**src/rtl/prior_state_mac_serial.sv**
```systemverilog
// prior_state_mac_serial: Kalman prior-state predictor x_prior = A*x + B*u,
// computed with a single multiplier and accumulator time-shared over all products.
module prior_state_mac_serial #(
    parameter int N    = 16,
    parameter int FRAC = 8,
    parameter int NX   = 2,
    parameter int NU   = 2,
    parameter int SAT  = 1
) (
    input  logic              clk,
    input  logic              rst_n,
    input  logic              start,
    output logic              ready,
    output logic              busy,
    input  logic [NX*N-1:0]    x_in,
    input  logic [NX*NX*N-1:0] a_in,
    input  logic [NU*N-1:0]    u_in,
    input  logic [NX*NU*N-1:0] b_in,
    output logic              done,
    output logic              ovf,
    output logic [NX*N-1:0]    x_prior
);
    localparam int K  = NX + NU;
    localparam int W  = 2*N + $clog2(K);
    localparam int KW = $clog2(K + 1);
    localparam int RW = $clog2(NX + 1);

    typedef enum logic [1:0] {IDLE, MAC, DONE} state_t;
    state_t state, state_nx;

    logic [NX*N-1:0]    x_r, shadow;
    logic [NX*NX*N-1:0] a_r;
    logic [NU*N-1:0]    u_r;
    logic [NX*NU*N-1:0] b_r;
    logic [KW-1:0]      k;
    logic [RW-1:0]      row;
    logic signed [W-1:0]   acc, sum, shifted;
    logic signed [N-1:0]   m_a, m_b;
    logic signed [2*N-1:0] prod;
    logic [N-1:0]       narrowed;
    logic               last_k, last_row, row_ovf, ovf_acc;
    int                 ka, kb;

    // Operands are forced to zero outside MAC so nothing undefined reaches the accumulator
    always_comb begin
        ka  = int'(k) < NX ? int'(k) : 0;
        kb  = int'(k) >= NX ? int'(k) - NX : 0;
        m_a = '0;
        m_b = '0;
        if (state == MAC) begin
            m_a = int'(k) < NX ? a_r[(int'(row)*NX + ka)*N +: N] : b_r[(int'(row)*NU + kb)*N +: N];
            m_b = int'(k) < NX ? x_r[ka*N +: N] : u_r[kb*N +: N];
        end
    end

    assign prod     = (2*N)'(m_a) * (2*N)'(m_b);
    assign sum      = acc + W'(prod);
    assign shifted  = sum >>> FRAC;
    assign row_ovf  = !(&shifted[W-1:N-1]) && (|shifted[W-1:N-1]);
    assign narrowed = (row_ovf && SAT != 0) ? (shifted[W-1] ? {1'b1, {(N-1){1'b0}}} : {1'b0, {(N-1){1'b1}}})
                                            : shifted[N-1:0];
    assign last_k   = k == KW'(K - 1);
    assign last_row = row == RW'(NX - 1);
    assign busy     = state != IDLE;
    assign ready    = ~busy;

    always_comb begin
        state_nx = (state == IDLE && start)               ? MAC  :
                   (state == MAC && last_k && last_row)   ? DONE :
                   (state == DONE)                        ? IDLE : state;
    end

    always_ff @(posedge clk or negedge rst_n) begin
        if (!rst_n) begin
            state   <= IDLE;
            x_r     <= '0;
            a_r     <= '0;
            u_r     <= '0;
            b_r     <= '0;
            acc     <= '0;
            k       <= '0;
            row     <= '0;
            shadow  <= '0;
            ovf_acc <= 1'b0;
            done    <= 1'b0;
            ovf     <= 1'b0;
            x_prior <= '0;
        end else begin
            state <= state_nx;
            done  <= state == DONE;
            if (state == IDLE && start) begin
                x_r     <= x_in;
                a_r     <= a_in;
                u_r     <= u_in;
                b_r     <= b_in;
                acc     <= '0;
                k       <= '0;
                row     <= '0;
                ovf_acc <= 1'b0;
            end
            if (state == MAC) begin
                if (last_k) begin
                    shadow[int'(row)*N +: N] <= narrowed;
                    acc     <= '0;
                    k       <= '0;
                    row     <= row + 1'b1;
                    ovf_acc <= ovf_acc | row_ovf;
                end else begin
                    acc <= sum;
                    k   <= k + 1'b1;
                end
            end
            // All rows become visible together so x_prior never shows a partial result
            if (state == DONE) begin
                x_prior <= shadow;
                ovf     <= ovf_acc;
            end
        end
    end
endmodule

```
**config.mk**
```make
export PLATFORM = sky130hd
export DESIGN_NAME = prior_state_mac_serial
export DESIGN_NICKNAME = d
export VERILOG_FILES = /design/src/rtl/prior_state_mac_serial.sv
export SDC_FILE = /design/constraint.sdc
export NUM_CORES = 2
export LEC_CHECK = 0
export CORE_MARGIN = 2
export CORE_UTILIZATION = 54
export DETAILED_ROUTE_END_ITERATION = 10
export GPL_TIMING_DRIVEN = 0
export PLACE_DENSITY_LB_ADDON = 0.08
export SLEW_MARGIN = 20
export SYNTH_ARGS = -nofsm -noshare
export SYNTH_HDL_FRONTEND = slang
export SYNTH_SLANG_ARGS = --single-unit
```
**constraint.sdc**
```tcl
create_clock -name clk -period 8.7 [get_ports clk]
set_input_delay 1.74 -clock clk [delete_from_list [all_inputs] [get_ports clk]]
set_output_delay 1.74 -clock clk [all_outputs]
set_load 0.05 [all_outputs]
```
# After elaboration in Yosys (flattened, before gate mapping)
# Cells that the tools add are included.
# Widths: inputs -> output; s select.
[word_totals]
romBits = 0
ff_bits = 300
ram_bits = 0
wordCells = 71
latch_bits = 0
mem_count = 0
[op_classes]
n_shift = 6
n_bitwise = 2
addsub = 7
reduce_logical = 12
n_mul = 1
magnitude_cmp = 2
n_eq_ne = 4
muxes = 24
div = 0
[op_table]
columns = ["op", "count"]
rows = [
  ["$mux 34", 3],
  ["$mux 16", 6],
  ["$shiftx 64x32->16", 1],
  ["$shiftx 64x9->16", 1],
  ["$add 34x32->34", 1],
  ["$neg 6->33", 1],
  ["$shift 16x33->32 const A", 1],
  ["$shiftx 16x33->32", 1],
  ["$bwmux 32", 1],
  ["$mul 16x16->32", 1],
  ["$shiftx 32x32->16", 1],
  ["$shiftx 32x8->16", 1],
  ["$add 4x28->28", 1],
  ["$mux 28", 1],
  ["$mux 2", 6],
  ["$mux 3", 4],
  ["$reduce_and 11->1", 1],
  ["$reduce_or 11->1", 1],
  ["$add 3x3->4", 1],
  ["$eq 2x1->1 const B", 2],
  ["$logic_and 1x1->1", 4],
  ["$reduce_bool 2->1", 2],
  ["$sub 3x2->4 const B", 1],
  ["$add 3x1->3 const B", 1],
  ["other kinds (12)", 14],
]

# Longest topological paths before layout
[depth]
word_depth = 14
mapped_depth = 37

# Least setup slack after synthesis
# Ideal clock, no wire load.
[synth_path]
path_kind = "register to register"
startpoint = "register k[1]"
endpoint = "register shadow[10]"
setup_slack_ns = -0.525
period_less_slack_ns = 9.225
arrival_time_ns = 9.093
stages_incl_launch_ff = 34
required_ns = 8.568
cell_sequence = "dfrtp_1 buf_2 buf_1 clkbuf_1 nor2_1 ha_1 fa_1 nor3_1 a22oi_2 clkbuf_1 or3_1 fa_1 inv_1 fa_1 inv_1 fa_1 inv_1 fa_1 fa_1 inv_1 fa_1 inv_1 ha_1 buf_2 nand2_1 o21ai_0 a2111oi_1 a31oi_1 mux2_2 nor4_1 nand4_1 o211ai_4 buf_12 o211ai_2"
[synth_via]
elab_chain_cells = 14
elab_cells_between_ends = 27
cone_classes = "add/sub (4); mul (1); order compare (2); eq/ne (1); shift (5); mux (9); reduce/logical (5)"
[synth_rtl]
columns = ["item", "line_no", "text"]
rows = [
  ["start: declaration", "35", "logic [KW-1:0] k;"],
  ["start signal: assignment", "110", "k <= k + 1'b1;"],
  ["$sub 3x2->4, or another cell as far along", "47", "kb = int'(k) >= NX ? int'(k) - NX : 0;"],
  ["$mux 28 or $mux 3 (tied branches)", "47, 46", ""],
  ["$add 4x28->28 or $add 3x3->4 (tied branches)", "51", "m_a = int'(k) < NX ? a_r[(int'(row)*NX + ka)*N +: N] : b_r[(int'(row)*NU + kb)*N +: N];"],
  ["$shiftx 64x32->16 or $shiftx 64x9->16 (tied branches)", "51", ""],
  ["$mux 16", "51", ""],
  ["$mux 16", "50", "if (state == MAC) begin"],
  ["$mul 16x16->32", "56", "assign prod = (2*N)'(m_a) * (2*N)'(m_b);"],
  ["$add 34x32->34", "57", "assign sum = acc + W'(prod);"],
  ["$reduce_and 11->1", "59", "assign row_ovf = !(&shifted[W-1:N-1]) && (|shifted[W-1:N-1]);"],
  ["$logic_not 1->1", "59", ""],
  ["$logic_and 1x1->1", "59", ""],
  ["$mux 16", "60", "assign narrowed = (row_ovf && SAT != 0) ? (shifted[W-1] ? {1'b1, {(N-1){1'b0}}} : {1'b0, {(N-1){1'b1}}})"],
  ["$shiftx 16x33->32", "103", "shadow[int'(row)*N +: N] <= narrowed;"],
  ["$bwmux 32", "103", ""],
  ["end signal: indexed assignment", "103", ""],
  ["end: declaration", "31", "logic [NX*N-1:0] x_r, shadow;"],
]
# Parallel ways exist; a longest one is shown, timed or not.
# A chain may end at the register's enable or synchronous reset.

# Worst setup path in the final report
[layout_path]
startpoint = "register k[0]"
endpoint = "register ovf_acc"
[layout_via]
elab_chain_cells = 14
elab_cells_between_ends = 25
cone_classes = "add/sub (4); mul (1); order compare (2); eq/ne (1); shift (4); mux (8); bitwise (1); reduce/logical (4)"
[layout_rtl]
columns = ["item", "line_no", "text"]
rows = [
  ["$sub 3x2->4, or another cell as far along", "47", ""],
  ["$mux 28 or $mux 3 (tied branches)", "47, 46", ""],
  ["$add 4x28->28 or $add 3x3->4 (tied branches)", "51", ""],
  ["$shiftx 64x32->16 or $shiftx 64x9->16 (tied branches)", "51", ""],
  ["$mux 16", "51", ""],
  ["$mux 16", "50", ""],
  ["$mul 16x16->32", "56", ""],
  ["$add 34x32->34", "57", ""],
  ["$reduce_and 11->1", "59", ""],
  ["$logic_not 1->1", "59", ""],
  ["$logic_and 1x1->1", "59", ""],
  ["$or 1x1->1", "107", "ovf_acc <= ovf_acc | row_ovf;"],
  ["$mux 1 *", "102", "if (last_k) begin"],
  ["$mux 1 *", "101", "if (state == MAC) begin"],
  ["end signal: assignment", "107", ""],
  ["end: declaration", "41", "logic last_k, last_row, row_ovf, ovf_acc;"],
]
# Every way passes the cells marked *; elsewhere a longest branch is shown, timed or not.

==> impl_metrics.tcl <==
set metrics [dict create \
    critPathMaxStageDelay_ns 0.78 \
    path_class "flop to flop" \
    tightest_slew_ns 1.15 \
    met2_length_mm 39.0 \
    ff2ff_setup_slack_ns -0.05 \
    fin_nets 3590 \
    hp-class "flop to flop" \
    cp_common_cell "fa_1" \
    ys.flop_type "dfrtp_1" \
    reg2reg_depth 28 \
    grt_pass1_wl_mm 126 \
    end_kind "flop" \
    syn2layout_area_growth_pct 27.5 \
    synth_area_leaders "dfrtp_1 30%, fa_1 25%, nand2_1 11%" \
    start_util_pct 55.0 \
    syn_inst 2613 \
    io_pins 231 \
    wl_met1_mm 32.7 \
    async_flop_share_pct 100 \
    violations "setup timing" \
    grt-ovfl-total 0 \
    slowest_stage "nor3_1" \
    wl_per_cell_um 22.5 \
    hold_slack_ns 0.471 \
    die_h_um 219 \
    finalHoldViolations 0 \
    synth_edf_count 0 \
    die-area_um2 48100 \
    crit-reg2reg-launch "k[0]" \
    cap_violations 0 \
    yosysTopAreaCellShare_pct 30.0 \
    place_ws_ns -2.13 \
    finalCritPeriodShare_pct 101 \
    slew_headroom_pct 22.6 \
    antenna_found_initial 0 \
    grt_pass1_vias 22522 \
    cts_inserted_buffers 37 \
    cp-start-kind "flop" \
    slew_violations 0 \
    first_pass_iters 5 \
    h-tree-depth 2 \
    wirelength_mm 81.1 \
    critical_path_arrival_ns 9.20 \
    critical_path.max_fanout 10 \
    ys_seq_area_share_pct 30.0 \
    rsz0062_at_grt "yes" \
    num_vias 20740 \
    fin_crit_ns 8.75 \
    cts_buffer_depth 3 \
    fin_skew_ns 0.0251 \
    place.gp.congestion 0.958 \
    die_x_um 219 \
    grt_max_degree 101 \
    crit_required_ns 9.15 \
    layout-drive-gt1-share_pct 19.4 \
    dp_hpwl_mm 62.1 \
    drcViolationCount 0 \
    clock_latency_ns 0.57 \
    postRouteAntennaNets 0 \
    dr_wl_met3_mm 6.35 \
    reg2reg_to "ovf_acc" \
    max_clock_freq_mhz 114 \
    cts_tree "done" \
    hp-start "a_r[8]" \
    cts_sinks 300 \
    io_buffers 230 \
    mostFrequentLayoutCells "690 x nand2_1, 315 x inv_1, 298 x dfrtp_1" \
    grt_use_total_pct 35.1 \
    avgSynthCellArea_um2 9.59 \
    core_um2 45600 \
    rows 78 \
    path_clk_slew_ns 0.06 \
    via_per_inst 5.75 \
    dpl-instance-area_um2 28200 \
    synth_top_area_cell "dfrtp_1" \
    antenna_cells 0 \
    fill_cells 3489 \
    first_iter_violations 1692 \
    design_area_um2 32000 \
    cts-root-buf "clkbuf_16" \
    path_buf_inv 8 \
    syn_area_um2 25100 \
    ys_ff_latch 300 \
    synth.distinct_cells 86 \
    dr.max_layer_used "met4" \
    hold_depth 2 \
    crit_family "adder cells" \
    setup_viol 16 \
    final_common_cell "nand2_1" \
    status "finished, violations left" \
    yosysWarnings 0 \
    timing.final.ws_setup_ns -0.0498 \
    hold_end "a_r[8]" \
]
==> flip-flops by register name, summed over array words and instances, names as in the netlist <==
name	cells
a_r	64
acc	34
b_r	64
done	1
k	3
ovf	1
ovf_acc	1
row	2
shadow	32
state	2
u_r	32
x_prior	32
x_r	32
==> cells in the mapped netlist, drive strengths merged (7+ instances only) <==
| cell | number |
|---|---|
| mux2i | 18 |
| a21o | 9 |
| nand4 | 13 |
| nor3 | 13 |
| o211ai | 27 |
| a22o | 26 |
| o311ai | 8 |
| mux4 | 38 |
| buf | 29 |
| clkbuf | 104 |
| fa | 307 |
| o21ai | 40 |
| a211oi | 8 |
| or3 | 9 |
| a32oi | 24 |
| xor2 | 9 |
| xnor2 | 26 |
| nand3 | 25 |
| mux2 | 38 |
| o21a | 7 |
| a21oi | 35 |
| ha | 108 |
| nor2 | 183 |
| nand2 | 702 |
| nand2b | 35 |
| or2 | 34 |
| inv | 337 |
| a22oi | 25 |
| o21bai | 8 |
| and2 | 11 |
| dfrtp | 300 |
==> metrics by stage <==
| step | std cells | setup TNS [ns] | utilization [%] |
|---|---|---|---|
| 6_report | 3605 | -0.327 | 70.1 |
| 5_1_grt | 3605 | -6.10 | 70.1 |
| 4_1_cts | 3574 | 0 | 68.2 |
| 2_1_floorplan | 2614 | 0 | - |
| 3_5_place_dp | 3449 | -85.01 | 62.0 |
| 3_3_place_gp | 3444 | -2205.75 | 61.7 |
==> logic make-up after synthesis <==
logic type / after synthesis / synth area share [%]
buf+inv: 471 / 7.70
other cells: 1 / 0.0150
fa+ha+maj: 415 / 29.9
compound gates: 244 / 7.61
xor+xnor: 35 / 1.33
mux: 94 / 5.84
simple gates: 1053 / 17.6
flops: 300 / 30.0
==> cell type report <==
| class | instances | area [µm²] | share of cell area (%) |
|---|---|---|---|
| multi-input combinational | 1843 | 16900 | 52.8 |
| inverter | 337 | 1280 | 4.00 |
| clock inverter | 15 | 256 | 0.802 |
| buffer | 119 | 836 | 2.61 |
| tap | 600 | 751 | 2.35 |
| timing repair buffer | 342 | 3410 | 10.7 |
| sequential | 300 | 7510 | 23.5 |
| clock buffer | 49 | 1050 | 3.29 |
==> worst max path at each step <==
stage | start | to | slack, ns | cells after the start
3_3_place_gp | rst_n | x_prior[28] | -7.08 | 1
4_1_cts | k[1] | ovf_acc | 0.00002 | 33
6_report | k[0] | ovf_acc | -0.05 | 28
2_1_floorplan | k[1] | shadow[10] | 0.01 | 33
5_1_grt | k[1] | shadow[11] | -0.23 | 34
3_5_place_dp | k[1] | shadow[21] | -2.13 | 34
==> routing by layer <==
| metal | up-vias | GRT usage [%] |
|---|---|---|
| met3 | 190 | 5.93 |
| met2 | 878 | 57.8 |
| met1 | 10654 | 46.8 |
| met5 | - | 0 |
| met4 | 0 | 13.0 |
| li1 | 9018 | - |
==> worst reg2reg max path: cells and delay by family, from the launching register on <==
family | cells | cell delay (ns)
AO/OA/AOI/OAI | 6 | 1.19
buffers and inverters | 8 | 1.27
multiplexers | 1 | 0.14
AND/OR/NAND/NOR | 6 | 2.11
flip-flops | 1 | 0.46
adder cells (fa/ha/maj) | 7 | 3.44
==> what timing repair did <==
item,in CTS,in global routing
pin swaps,101,134
resized for setup,241,144
hold buffers,0,0
buffers inserted,68,33
endpoints found under the setup margin,57,35
cloned,4,2
Power is left out: the tool's default activity adds up to more than one toggle a clock period on the data nets, which glitch-free logic cannot reach.
